## config.mk

```make
export PLATFORM = sky130hd
export DESIGN_NAME = poly_op_sequencer
export DESIGN_NICKNAME = d
export VERILOG_FILES = /design/src/rtl/poly_op_sequencer.sv
export SDC_FILE = /design/constraint.sdc
export NUM_CORES = 1
export LEC_CHECK = 0
export CAP_MARGIN = 20
export CELL_PAD_IN_SITES_DETAIL_PLACEMENT = 0
export CELL_PAD_IN_SITES_GLOBAL_PLACEMENT = 1
export CORE_ASPECT_RATIO = 0.6
export CORE_MARGIN = 2
export CORE_UTILIZATION = 29
export CTS_BUF_LIST = sky130_fd_sc_hd__clkbuf_8
export DETAILED_ROUTE_END_ITERATION = 10
export PLACE_DENSITY = 0.59
export SETUP_SLACK_MARGIN = 0.4
export SLEW_MARGIN = 20
export SYNTH_ARGS = -nofsm -noshare
export SYNTH_HDL_FRONTEND = slang
export SYNTH_SLANG_ARGS = --single-unit
```

## constraint.sdc

```tcl
create_clock -name clk -period 2.3 [get_ports clk]
set_input_delay 0.46 -clock clk [delete_from_list [all_inputs] [get_ports clk]]
set_output_delay 0.46 -clock clk [all_outputs]
set_load 0.005 [all_outputs]
```

## src/rtl/poly_op_sequencer.sv

```systemverilog
// Issue/drain sequencer for coefficient-wise MULT/MAC/ADD/SUB over LANES-wide BRAM words.
// Define POLY_OP_PERF_CNT_EN to add the cyc_cnt_o / stall_cnt_o performance counters.
//
// state | meaning
// IDLE  | waiting for start; an illegal-mode start reports done one cycle later
// ISSUE | one read per unstalled cycle until DEPTH words are issued
// DRAIN | waiting for every issued word to be written back
module poly_op_sequencer #(
  parameter int LANES    = 4,
  parameter int ADDR_W   = 6,
  parameter int DEPTH    = 64,
  parameter int RD_LAT   = 1,
  parameter int PIPE_LAT = 8
) (
  input  logic              clk,
  input  logic              rst,
  input  logic              start_i,
  input  logic [2:0]        mode_i,
  input  logic [ADDR_W-1:0] base_a_i,
  input  logic [ADDR_W-1:0] base_b_i,
  input  logic [ADDR_W-1:0] base_c_i,
  input  logic              stall_i,
  output logic              busy_o,
  output logic              done_o,
  output logic              err_o,
  output logic              rd_en_o,
  output logic [ADDR_W-1:0] rd_addr_a_o,
  output logic [ADDR_W-1:0] rd_addr_b_o,
  output logic [ADDR_W-1:0] rd_addr_c_o,
  output logic              dp_valid_i,
  output logic [1:0]        dp_op_o,
  output logic [LANES-1:0]  dp_lanes_o,
  input  logic              dp_valid_o,
  output logic              wr_en_o,
  output logic [ADDR_W-1:0] wr_addr_o
`ifdef POLY_OP_PERF_CNT_EN
  ,
  output logic [15:0]       cyc_cnt_o,
  output logic [15:0]       stall_cnt_o
`endif
);

  localparam int WR_LAT = RD_LAT + PIPE_LAT;
  localparam int FL_W   = $clog2(WR_LAT + 1);
  localparam logic [ADDR_W-1:0] LAST_IDX = ADDR_W'(DEPTH - 1);
  localparam logic [1:0] OP_MAC = 2'd1;

  typedef enum logic [1:0] {IDLE, ISSUE, DRAIN} state_t;

  state_t              state_q;
  logic [ADDR_W-1:0]   idx_q;
  logic [1:0]          mode_q;
  logic [ADDR_W-1:0]   base_a_q, base_b_q, base_c_q;
  logic                busy_q, done_q, err_q, bad_pend_q;
  logic                rd_en_q;
  logic [ADDR_W-1:0]   rd_addr_a_q, rd_addr_b_q, rd_addr_c_q;
  logic [ADDR_W-1:0]   wr_head_q;
  logic [FL_W-1:0]     fl_q;
  logic [FL_W-1:0]     fl_d;
  logic                start_ok;
  logic                mismatch;

  logic [RD_LAT-1:0]               dv_q;
  logic [WR_LAT-1:0]               wv_q;
  logic [WR_LAT-1:0][ADDR_W-1:0]   wa_q;

  assign start_ok = (state_q == IDLE) && !bad_pend_q && start_i && !mode_i[2];
  assign mismatch = dp_valid_o ^ wv_q[WR_LAT-1];
  // In-flight words: issued reads not yet written back, including this cycle's strobes.
  assign fl_d = fl_q + FL_W'(rd_en_q) - FL_W'(wv_q[WR_LAT-1]);

  always_ff @(posedge clk) begin
    if (rst) begin
      state_q     <= IDLE;
      idx_q       <= '0;
      mode_q      <= '0;
      base_a_q    <= '0;
      base_b_q    <= '0;
      base_c_q    <= '0;
      busy_q      <= 1'b0;
      done_q      <= 1'b0;
      err_q       <= 1'b0;
      bad_pend_q  <= 1'b0;
      rd_en_q     <= 1'b0;
      rd_addr_a_q <= '0;
      rd_addr_b_q <= '0;
      rd_addr_c_q <= '0;
      wr_head_q   <= '0;
      fl_q        <= '0;
    end else begin
      done_q     <= 1'b0;
      rd_en_q    <= 1'b0;
      bad_pend_q <= 1'b0;
      fl_q       <= fl_d;
      if (mismatch) err_q <= 1'b1;
      case (state_q)
        IDLE: begin
          if (bad_pend_q) begin
            done_q <= 1'b1;
          end else if (start_i) begin
            if (!mode_i[2]) begin
              state_q  <= ISSUE;
              busy_q   <= 1'b1;
              err_q    <= 1'b0;
              mode_q   <= mode_i[1:0];
              base_a_q <= base_a_i;
              base_b_q <= base_b_i;
              base_c_q <= base_c_i;
              idx_q    <= '0;
            end else begin
              err_q      <= 1'b1;
              bad_pend_q <= 1'b1;
            end
          end
        end
        ISSUE: begin
          if (!stall_i) begin
            rd_en_q     <= 1'b1;
            rd_addr_a_q <= base_a_q + idx_q;
            rd_addr_b_q <= base_b_q + idx_q;
            rd_addr_c_q <= (mode_q == OP_MAC) ? base_c_q + idx_q : '0;
            wr_head_q   <= base_c_q + idx_q;
            idx_q       <= idx_q + ADDR_W'(1);
            if (idx_q == LAST_IDX) state_q <= DRAIN;
          end
        end
        DRAIN: begin
          if (fl_d == '0) begin
            done_q  <= 1'b1;
            busy_q  <= 1'b0;
            state_q <= IDLE;
          end
        end
        default: state_q <= IDLE;
      endcase
    end
  end

  // Datapath is non-stallable, so valid and write address simply ride fixed-length shift lines.
  always_ff @(posedge clk) begin
    if (rst) begin
      dv_q <= '0;
      wv_q <= '0;
      wa_q <= '0;
    end else begin
      dv_q[0] <= rd_en_q;
      for (int k = 1; k < RD_LAT; k++) dv_q[k] <= dv_q[k-1];
      wv_q[0] <= rd_en_q;
      wa_q[0] <= wr_head_q;
      for (int k = 1; k < WR_LAT; k++) begin
        wv_q[k] <= wv_q[k-1];
        wa_q[k] <= wa_q[k-1];
      end
    end
  end

  assign busy_o      = busy_q;
  assign done_o      = done_q;
  assign err_o       = err_q;
  assign rd_en_o     = rd_en_q;
  assign rd_addr_a_o = rd_addr_a_q;
  assign rd_addr_b_o = rd_addr_b_q;
  assign rd_addr_c_o = rd_addr_c_q;
  assign dp_valid_i  = dv_q[RD_LAT-1];
  assign dp_op_o     = mode_q;
  assign dp_lanes_o  = {LANES{dv_q[RD_LAT-1]}};
  assign wr_en_o     = wv_q[WR_LAT-1];
  assign wr_addr_o   = wa_q[WR_LAT-1];

`ifdef POLY_OP_PERF_CNT_EN
  logic [15:0] cyc_cnt_q, stall_cnt_q;

  always_ff @(posedge clk) begin
    if (rst) begin
      cyc_cnt_q   <= '0;
      stall_cnt_q <= '0;
    end else if (start_ok) begin
      cyc_cnt_q   <= '0;
      stall_cnt_q <= '0;
    end else begin
      if (busy_q && cyc_cnt_q != 16'hFFFF) cyc_cnt_q <= cyc_cnt_q + 16'd1;
      if (state_q == ISSUE && stall_i && stall_cnt_q != 16'hFFFF)
        stall_cnt_q <= stall_cnt_q + 16'd1;
    end
  end

  assign cyc_cnt_o   = cyc_cnt_q;
  assign stall_cnt_o = stall_cnt_q;
`endif

endmodule

```

**After elaboration in Yosys (flattened, before gate mapping)**

Cells that the tools add are included.

- Flip-flop bits (word level): 125
- Input port bits: 26
- Output and inout port bits: 36

- Add/subtract/negate cells: 6
- Equal/unequal tests: 10
- Muxes and demuxes: 27
- Bitwise operators: 7
- Reductions and logical operators: 11

Operator list:

| cell | count |
|---|---|
| $mux 6 | 5 |
| $add 6x6->6 | 3 |
| $mux 1 | 12 |
| $mux 2 | 6 |
| $ne 2x2->1 const B | 6 |
| $pmux 6 s2 | 1 |
| $reduce_and 5->1 | 2 |
| $add 6x1->6 const B | 1 |
| $eq 6x6->1 const B | 1 |
| $not 1->1 | 6 |
| $pmux 2 s3 | 1 |
| $reduce_and 6->1 | 1 |
| $add 4x1->4 | 1 |
| $eq 2x1->1 const B | 2 |
| $logic_not 4->1 | 1 |
| $pmux 1 s2 | 2 |
| $reduce_and 4->1 | 1 |
| $reduce_bool 2->1 | 2 |
| $reduce_or 4->1 | 1 |
| $sub 4x1->4 | 1 |
| $eq 2x2->1 const B | 1 |
| $logic_not 2->1 | 1 |
| $reduce_and 2->1 | 1 |
| $reduce_or 2->1 | 1 |
| $xor 1x1->1 | 1 |

**Logic depth before layout (Yosys ltp)**

- Word-level depth: 5
- Depth in mapped cells: 10

**Worst setup path after synthesis**

OpenSTA, ideal clock, no wires.

- Kind: reg-to-reg
- From: reg wv_q[8]
- To: reg busy_q (netlist: busy_o)
- Library setup time: 0.135 ns
- Data arrival time: 1.754 ns
- Data required time: 2.165 ns
- Path slack: 0.411 ns
- Stages on the path, launching flop included: 10
- Path buffers: 0
- Path through: dfxtp_1 -> ha_1 -> inv_1 -> ha_1 -> inv_1 -> fa_1 -> xor2_1 -> nand3b_1 -> nor3b_1 -> a211oi_1

- Word-level cells in the longest chain between the ends: 4

RTL lines:

| item | RTL line | source |
|---|---|---|
| start: declaration | 64 | `logic [WR_LAT-1:0] wv_q;` |
| start signal: indexed assignment | 151 | `wv_q[k] <= wv_q[k-1];` |
| $sub 4x1->4 | 70 | `assign fl_d = fl_q + FL_W'(rd_en_q) - FL_W'(wv_q[WR_LAT-1]);` |
| $logic_not 4->1 | 128 | `if (fl_d == '0) begin` |
| $ne 2x2->1 (no line) | - |  |
| $reduce_and 5->1 (no line) | - |  |
| end signal: assignment | 80 | `busy_q <= 1'b0;` |
| end signal: assignment | 103 | `busy_q <= 1'b1;` |
| end signal: assignment | 130 | `busy_q <= 1'b0;` |
| end: declaration | 54 | `logic busy_q, done_q, err_q, bad_pend_q;` |

No other way between the ends.
A chain may end at the register's enable or synchronous reset.

**Final worst setup path**

Same ends and word-level chain as after synthesis.

==> impl_metrics.json <==
{
  "worst_hold_path_type": "flip-flop to flip-flop",
  "postSynth.asyncResetShare": 0,
  "synthesis.area_per_instance_sq_um": 9.55,
  "drt-total-wl_um": 10400,
  "crit_type": "flip-flop to flip-flop",
  "max-cap-violations": 0,
  "placementRows": 36,
  "final_hold_vios": 0,
  "globalplace.congestion": 0.726,
  "antenna_violating_nets_post_route": 0,
  "cts.hold.buffers_added": 0,
  "area_growth_syn_to_layout_pct": 27.6,
  "groute.layer.met3.usage": 0.0413,
  "ys_seq_elements": 124,
  "worst_slack_ns": 0.368,
  "track_usage": 0.125,
  "yosysWarningCount": 0,
  "synth_top_area_share": 0.517,
  "ir_worst_vdd_uv": 374,
  "number_of_antenna_diodes": 0,
  "power_mw": 4.52,
  "tightest_slew_ns": 0.434,
  "post-synth-top-area-cell": "sky130_fd_sc_hd__dfxtp_1",
  "final_core_utilization": 0.378,
  "placed_cell_area_sq_um": 5640,
  "globalRouteMet1Util": 0.188,
  "critical_path.max_fanout": 3,
  "detailed_place_hpwl_um": 7190,
  "floorplan.die.height_um": 104,
  "synth_enable_flop_cells": 0,
  "initial_utilization": 0.296,
  "internal_power_mw": 3.45,
  "clock_sink_count": 124,
  "worst_setup_hold_path_clk_slew_ns": 0.08,
  "ys_dominant_reg_cell": "sky130_fd_sc_hd__dfxtp_1",
  "power.density_nw_per_um2": 738,
  "ctsHtreeMaxLevel": 4,
  "syn_area_sq_um": 4800,
  "slew_violations": 0,
  "syn-num-nets": 553,
  "critPathArrivalTime_ns": 2.24,
  "share_of_the_clock_period_used_by_the_worst_path_after_layout": 0.840,
  "initial_antenna_violation_count": 0,
  "placed_cells": 752,
  "switching_share": 0.237,
  "final_standard_cell_area_without_fillers_sq_um": 6130,
  "instances_no_fill": 787,
  "floorplan.die_area_sq_um": 17600,
  "first_global_vias": 3341,
  "post_synth_num_cell_types": 45,
  "gr-total-overflow": 0,
  "layout-drive-gt1-share": 0.131,
  "clk_latency_ns": 0.43,
  "detailedPlace.worstSlack_ns": -0.0258,
  "grt_pass1_wl_um": 17000,
  "power.clock.fraction": 0.451,
  "largest_net_degree_at_the_start_of_global_routing": 43,
  "status": "completed",
  "io_buffers": 61,
  "cellLeakagePower_nw": 2.36,
  "worst_hold_slack_ns": 0.427,
  "slew_headroom": 0.711,
  "detail_route.drc_violations": 0,
  "total_switching_power_mw": 1.07,
  "clk_root_buffer_cell": "sky130_fd_sc_hd__clkbuf_8",
  "drt_pass1_iterations": 4,
  "worst_ep_required_time_ns": 2.60,
  "sequentialPowerShare": 0.488,
  "report.final.setup_viol": 0,
  "die_w_um": 170,
  "ys_top_cells_by_area": "sky130_fd_sc_hd__dfxtp_1 52%, sky130_fd_sc_hd__nor2b_1 8.7%, sky130_fd_sc_hd__ha_1 5.2%, sky130_fd_sc_hd__nand2_1 4.5%, sky130_fd_sc_hd__a21oi_1 4.2%",
  "max_freq_mhz": 518,
  "num-nets-final": 615,
  "post_drt_via_cell_ratio": 4.48,
  "comb_power_share": 0.061,
  "setup_tns_ns": 0,
  "clock_path_buffers": 2,
  "synth_sequential_area_ratio": 0.517,
  "rsz0062_at_grt": "yes",
  "vias": 3526,
  "cts_buffers": 17,
  "drt_first_iter_violations": 180,
  "end_kind": "flip-flop",
  "post_synthesis_cell_count": 503,
  "grt.met2_usage": 0.162,
  "cts_tree": "yes",
  "worst_setup_path_start_kind": "flip-flop",
  "design.core.area_sq_um": 16200,
  "busiest_layer": "met1",
  "wl_per_cell_um": 13.2,
  "ioPinCount": 62,
  "final.setup_skew_ns": 0.0141,
  "final_period_minus_worst_setup_slack_ns": 1.93
}
## sequential cells by signal, summed over array words and instances (netlist names)
register	count
wa_q	48
rd_addr_b_o	6
busy_o	1
rd_addr_c_o	6
idx_q	6
base_b_q	6
wv_q	9
wr_head_q	6
fl_q	4
wr_addr_o	6
rd_addr_a_o	6
done_o	1
base_c_q	6
state_q	2
rd_en_o	1
bad_pend_q	1
base_a_q	6
err_o	1
dp_op_o	2
## repair_timing
item | 4_1_cts | 5_1_grt
pin swaps | 5 | 5
setup buffers | 2 | 1
setup endpoints to repair | 3 | 30
gates resized for setup | 7 | 10
## worst max-delay path, cell delays in order, from the launching register on
cell and delay (ns):
sky130_fd_sc_hd__dfxtp_2 0.33, sky130_fd_sc_hd__ha_1 0.28, sky130_fd_sc_hd__inv_1 0.06, sky130_fd_sc_hd__ha_2 0.18
sky130_fd_sc_hd__inv_2 0.04, sky130_fd_sc_hd__fa_2 0.53, sky130_fd_sc_hd__nand3b_1 0.13, sky130_fd_sc_hd__nor3b_2 0.18
sky130_fd_sc_hd__a211oi_1 0.08
## cell families after synthesis
| family | share of synthesized area |
|---|---|
| adders and majority gates | 0.0688 |
| and+or+nand+nor | 0.234 |
| buffers and inverters | 0.0524 |
| AOI/OAI and AO/OA | 0.106 |
| DFF | 0.517 |
| xor gates and xnor gates | 0.0219 |
## cells in the mapped netlist (all sizes together), types with 4 or more instances
cell type / count
buf: 21
nand3b: 6
or3: 4
inv: 15
xnor2: 5
nand4: 5
o21ai: 5
nand3: 9
o311ai: 4
nand2b: 5
a21o: 8
ha: 20
nor2: 23
xor2: 7
nor3b: 5
nor3: 12
nand2: 58
nor4: 4
fa: 4
a211oi: 7
dfxtp: 124
nor2b: 67
clkbuf: 18
a21oi: 40
## worst paths after layout
kind | startpoint | endpoint | slack [ns] | cells past startpoint
min | wa_q[23] | wa_q[29] | 0.43 | 1
min reg2reg | wa_q[23] | wa_q[29] | 0.43 | 1
max | wv_q[8] | busy_o | 0.37 | 8
max reg2reg | wv_q[8] | busy_o | 0.37 | 8
## area by class of cell
| class | count | area (sq um) |
|---|---|---|
| fill | 1657 | 10100 |
| sequential | 124 | 2490 |
| multi-input combinational | 325 | 2100 |
| timing repair buffer | 82 | 793 |
| clock buffer | 19 | 262 |
| tap | 209 | 262 |
| clock inverter | 13 | 165 |
| inverter | 15 | 56.3 |
## power groups by stage
stage          sequential, mW  combinational [mW]  clock [mW]
2_1_floorplan            2.25               0.149           0
3_3_place_gp             2.26               0.276           0
3_5_place_dp             2.26               0.277           0
4_1_cts                  2.21               0.280        2.11
5_1_grt                  2.21               0.310        2.20
6_report                 2.21               0.278        2.04
## per-layer routing
| layer | wire, um | up-vias |
|---|---|---|
| met4 | 105 | 0 |
| met5 | 0 | - |
| met2 | 3960 | 79 |
| met3 | 581 | 8 |
| met1 | 5740 | 1632 |
| li1 | - | 1807 |
## cells in the final DEF, fill, tap and decap left out, types with 3 or more instances in the layout
| cell type | Yosys | routed |
|---|---|---|
| sky130_fd_sc_hd__a211oi_1 | 6 | 6 |
| sky130_fd_sc_hd__a21o_1 | 8 | 8 |
| sky130_fd_sc_hd__a21oi_1 | 40 | 39 |
| sky130_fd_sc_hd__a311oi_1 | 3 | 3 |
| sky130_fd_sc_hd__buf_4 | 10 | 20 |
| sky130_fd_sc_hd__bufinv_16 | 0 | 3 |
| sky130_fd_sc_hd__clkbuf_8 | 0 | 19 |
| sky130_fd_sc_hd__clkdlybuf4s50_1 | 0 | 59 |
| sky130_fd_sc_hd__clkinv_2 | 0 | 3 |
| sky130_fd_sc_hd__clkinv_4 | 0 | 4 |
| sky130_fd_sc_hd__dfxtp_1 | 124 | 117 |
| sky130_fd_sc_hd__dfxtp_2 | 0 | 7 |
| sky130_fd_sc_hd__fa_1 | 4 | 3 |
| sky130_fd_sc_hd__ha_1 | 20 | 19 |
| sky130_fd_sc_hd__inv_1 | 15 | 14 |
| sky130_fd_sc_hd__nand2_1 | 58 | 58 |
| sky130_fd_sc_hd__nand2b_1 | 5 | 5 |
| sky130_fd_sc_hd__nand3_1 | 9 | 9 |
| sky130_fd_sc_hd__nand3b_1 | 6 | 6 |
| sky130_fd_sc_hd__nand4_1 | 5 | 5 |
| sky130_fd_sc_hd__nor2_1 | 22 | 22 |
| sky130_fd_sc_hd__nor2b_1 | 67 | 67 |
| sky130_fd_sc_hd__nor3_1 | 12 | 12 |
| sky130_fd_sc_hd__nor3b_1 | 5 | 3 |
| sky130_fd_sc_hd__nor4_1 | 4 | 4 |
| sky130_fd_sc_hd__o21a_1 | 3 | 3 |
| sky130_fd_sc_hd__o21ai_0 | 5 | 5 |
| sky130_fd_sc_hd__or3_1 | 4 | 4 |
| sky130_fd_sc_hd__xnor2_1 | 5 | 5 |
| sky130_fd_sc_hd__xor2_1 | 7 | 6 |
No activity file was read; power rests on OpenSTA's default activity.
==> RTL edit, RTL diff (same settings) <==
Re-encode `state_t` (3 states) as one-hot, 3 bits wide.
--- a/src/rtl/poly_op_sequencer.sv
+++ b/src/rtl/poly_op_sequencer.sv
@@ -45,7 +45,7 @@
   localparam logic [ADDR_W-1:0] LAST_IDX = ADDR_W'(DEPTH - 1);
   localparam logic [1:0] OP_MAC = 2'd1;
 
-  typedef enum logic [1:0] {IDLE, ISSUE, DRAIN} state_t;
+  typedef enum logic [2:0] {IDLE = 3'b001, ISSUE = 3'b010, DRAIN = 3'b100} state_t;
 
   state_t              state_q;
   logic [ADDR_W-1:0]   idx_q;
Check against the original RTL: no difference found for any inputs over 4 cycles, from zero or initial values and one cycle with rst high; so few cycles prove little.
==> RTL edit against the original RTL <==
- synthesized cell count decreased by 1.4%
- via count decreased by 2.5%
- synthesized area decreased by 0.39%
- final area about the same
- setup slack got worse by 0.074 ns
- total power decreased by 3.4%
- wire length increased by 1.2%
- sequential cell count increased by 1
==> RTL edit: results (changes against the original RTL) <==
[status]
status=completed

[worst_hold_path]
hold_path_end=idx_q[0]
hp-start=rst
holdPathStages=2  ; +1
hp-class=input pin to flop

[clock_tree]
cts_max_level=4  ; unchanged
cts.clk_slew.worst_paths_ns=0.08  ; about the same
clockBufferDepth=2  ; unchanged
cts_buffers=17  ; unchanged
root_buffer=clkbuf_8
clk-insertion-delay-late_ns=0.43  ; about the same

[timing]
finClkSkew_ns=0.01457  ; +0.0004734 ns
finalCriticalPeriod_ns=2.005  ; +0.07363 ns
hold_ws_ns=0.4130  ; -0.01446 ns
max-slew-margin-rel_pct=60.23  ; -11 points

[setup_path]
reg2reg_from=fl_q[0]
path_max_fanout=3  ; unchanged
critPathLaunchType=flop
cp_slowest_cell=fa_2
end_kind=flop
slowest_delay_ns=0.57  ; +0.04 ns
arrival_ns=2.39  ; +0.15 ns
r2r_cells=9  ; +1
rrSetupSlack_ns=0.29  ; -0.07 ns
regToRegEndpoint=state_q[0]
crit_family=adder cells

[synth]
syn_nets=546  ; -1.3%
ys_warn_count=0  ; unchanged
synthTopCellsByArea=dfxtp_1 52%, nor2b_1 8.9%, ha_1 5.2%
ys_seq_area_share_pct=52.31  ; +0.62 points
netlist_area_um2=4783  ; -0.39%
ys.flop_type=dfxtp_1
synth_cell_types=45  ; unchanged
synth_commonest_cells=125 x dfxtp_1, 68 x nor2b_1, 66 x nand2_1
async_flop_share_pct=0  ; unchanged

[place]
dp_worst_setup_slack_ns=0.1145  ; +0.1403 ns
buffer_ports.inserted=61  ; unchanged
gp_congestion=0.8133  ; +12%
dp_hpwl_um=6949  ; -3.3%

[detailed_routing]
wl_met1_um=5778  ; +0.70%
wl_met3_um=556  ; -4.3%
dr_total_vias=3439  ; -2.5%
drt-total-wl_um=10510  ; +1.2%
first_pass_iters=4  ; unchanged
top_layer_used=met4
drt_iter0_markers=166  ; -7.8%
dr_wl_met2_um=3974  ; +0.43%

[grt]
grt_pass1_wl_um=16840  ; -0.94%
grt_use_total_pct=12.73  ; +0.26 points
antenna_found_initial=0  ; unchanged
grt_pass1_vias=3329  ; -0.36%
grt_start_max_net_pins=87  ; +100%

[pwr]
leakage_nw=2.292  ; -2.9%
ir_worst_vdd_uv=265.6  ; -29%

[cells_and_area]
reg_top3=wa_q: 48 flops, wv_q: 9 flops
antenna_cells=0  ; unchanged
nets=605  ; -1.6%
drive_gt1_share_pct=12.54  ; -0.60 points
fillers=1612  ; -2.7%

## RTL edit: report_power, final
part	switching, mW	total (mW)	leakage, nW	internal [mW]
Clock	0.855	1.94	0.203	1.08
Combinational	0.116	0.223	1.07	0.108
Sequential	0.0210	2.21	1.01	2.19
## RTL edit: what timing repair did
item	4_1_cts	5_1_grt
gates resized for setup	6	24
endpoints found under the setup margin	11	19
pin swaps	3	11
buffers inserted	3	0
## RTL edit: cells by family (layout without fill, tap and decap cells)
kind of cell | after synthesis | after routing | synth area share (%)
XOR/XNOR | 12 | 12 | 2.197
flip-flops | 125 | 125 | 52.31
AO/OA/AOI/OAI | 88 | 88 | 11.69
buffers and inverters | 50 | 120 | 4.787
AND/OR/NAND/NOR | 197 | 197 | 22.10
adder cells (fa/ha/maj) | 24 | 24 | 6.906
## RTL edit: metal layers
metal	vias up	global-route usage, %
met4	0	6.640
met1	1578	18.00
met5	-	0
met2	78	17.71
met3	16	3.463
li1	1767	-
## RTL edit: layout make-up
| type | count | area (um^2) | area share, % |
|---|---|---|---|
| repair buffers | 74 | 758.2 | 12.36 |
| flip-flops and latches | 125 | 2519 | 41.06 |
| well taps | 209 | 261.5 | 4.264 |
| inverters | 16 | 60.06 | 0.9792 |
| clock inverters | 12 | 148.9 | 2.428 |
| clock buffers | 18 | 247.7 | 4.039 |
| multi-input cells | 321 | 2138 | 34.86 |
## RTL edit: through the flow
step                      cells  power [mW]  util (%)  cell area (um^2)
after floorplan             496       2.375         -              4795
final                       775       4.369     37.93              6133
after CTS                   775       4.444     37.42              6051
after global placement      742       2.483     34.76              5620
after global routing        775       4.562     37.93              6133
after detailed placement    742       2.485     34.76              5620
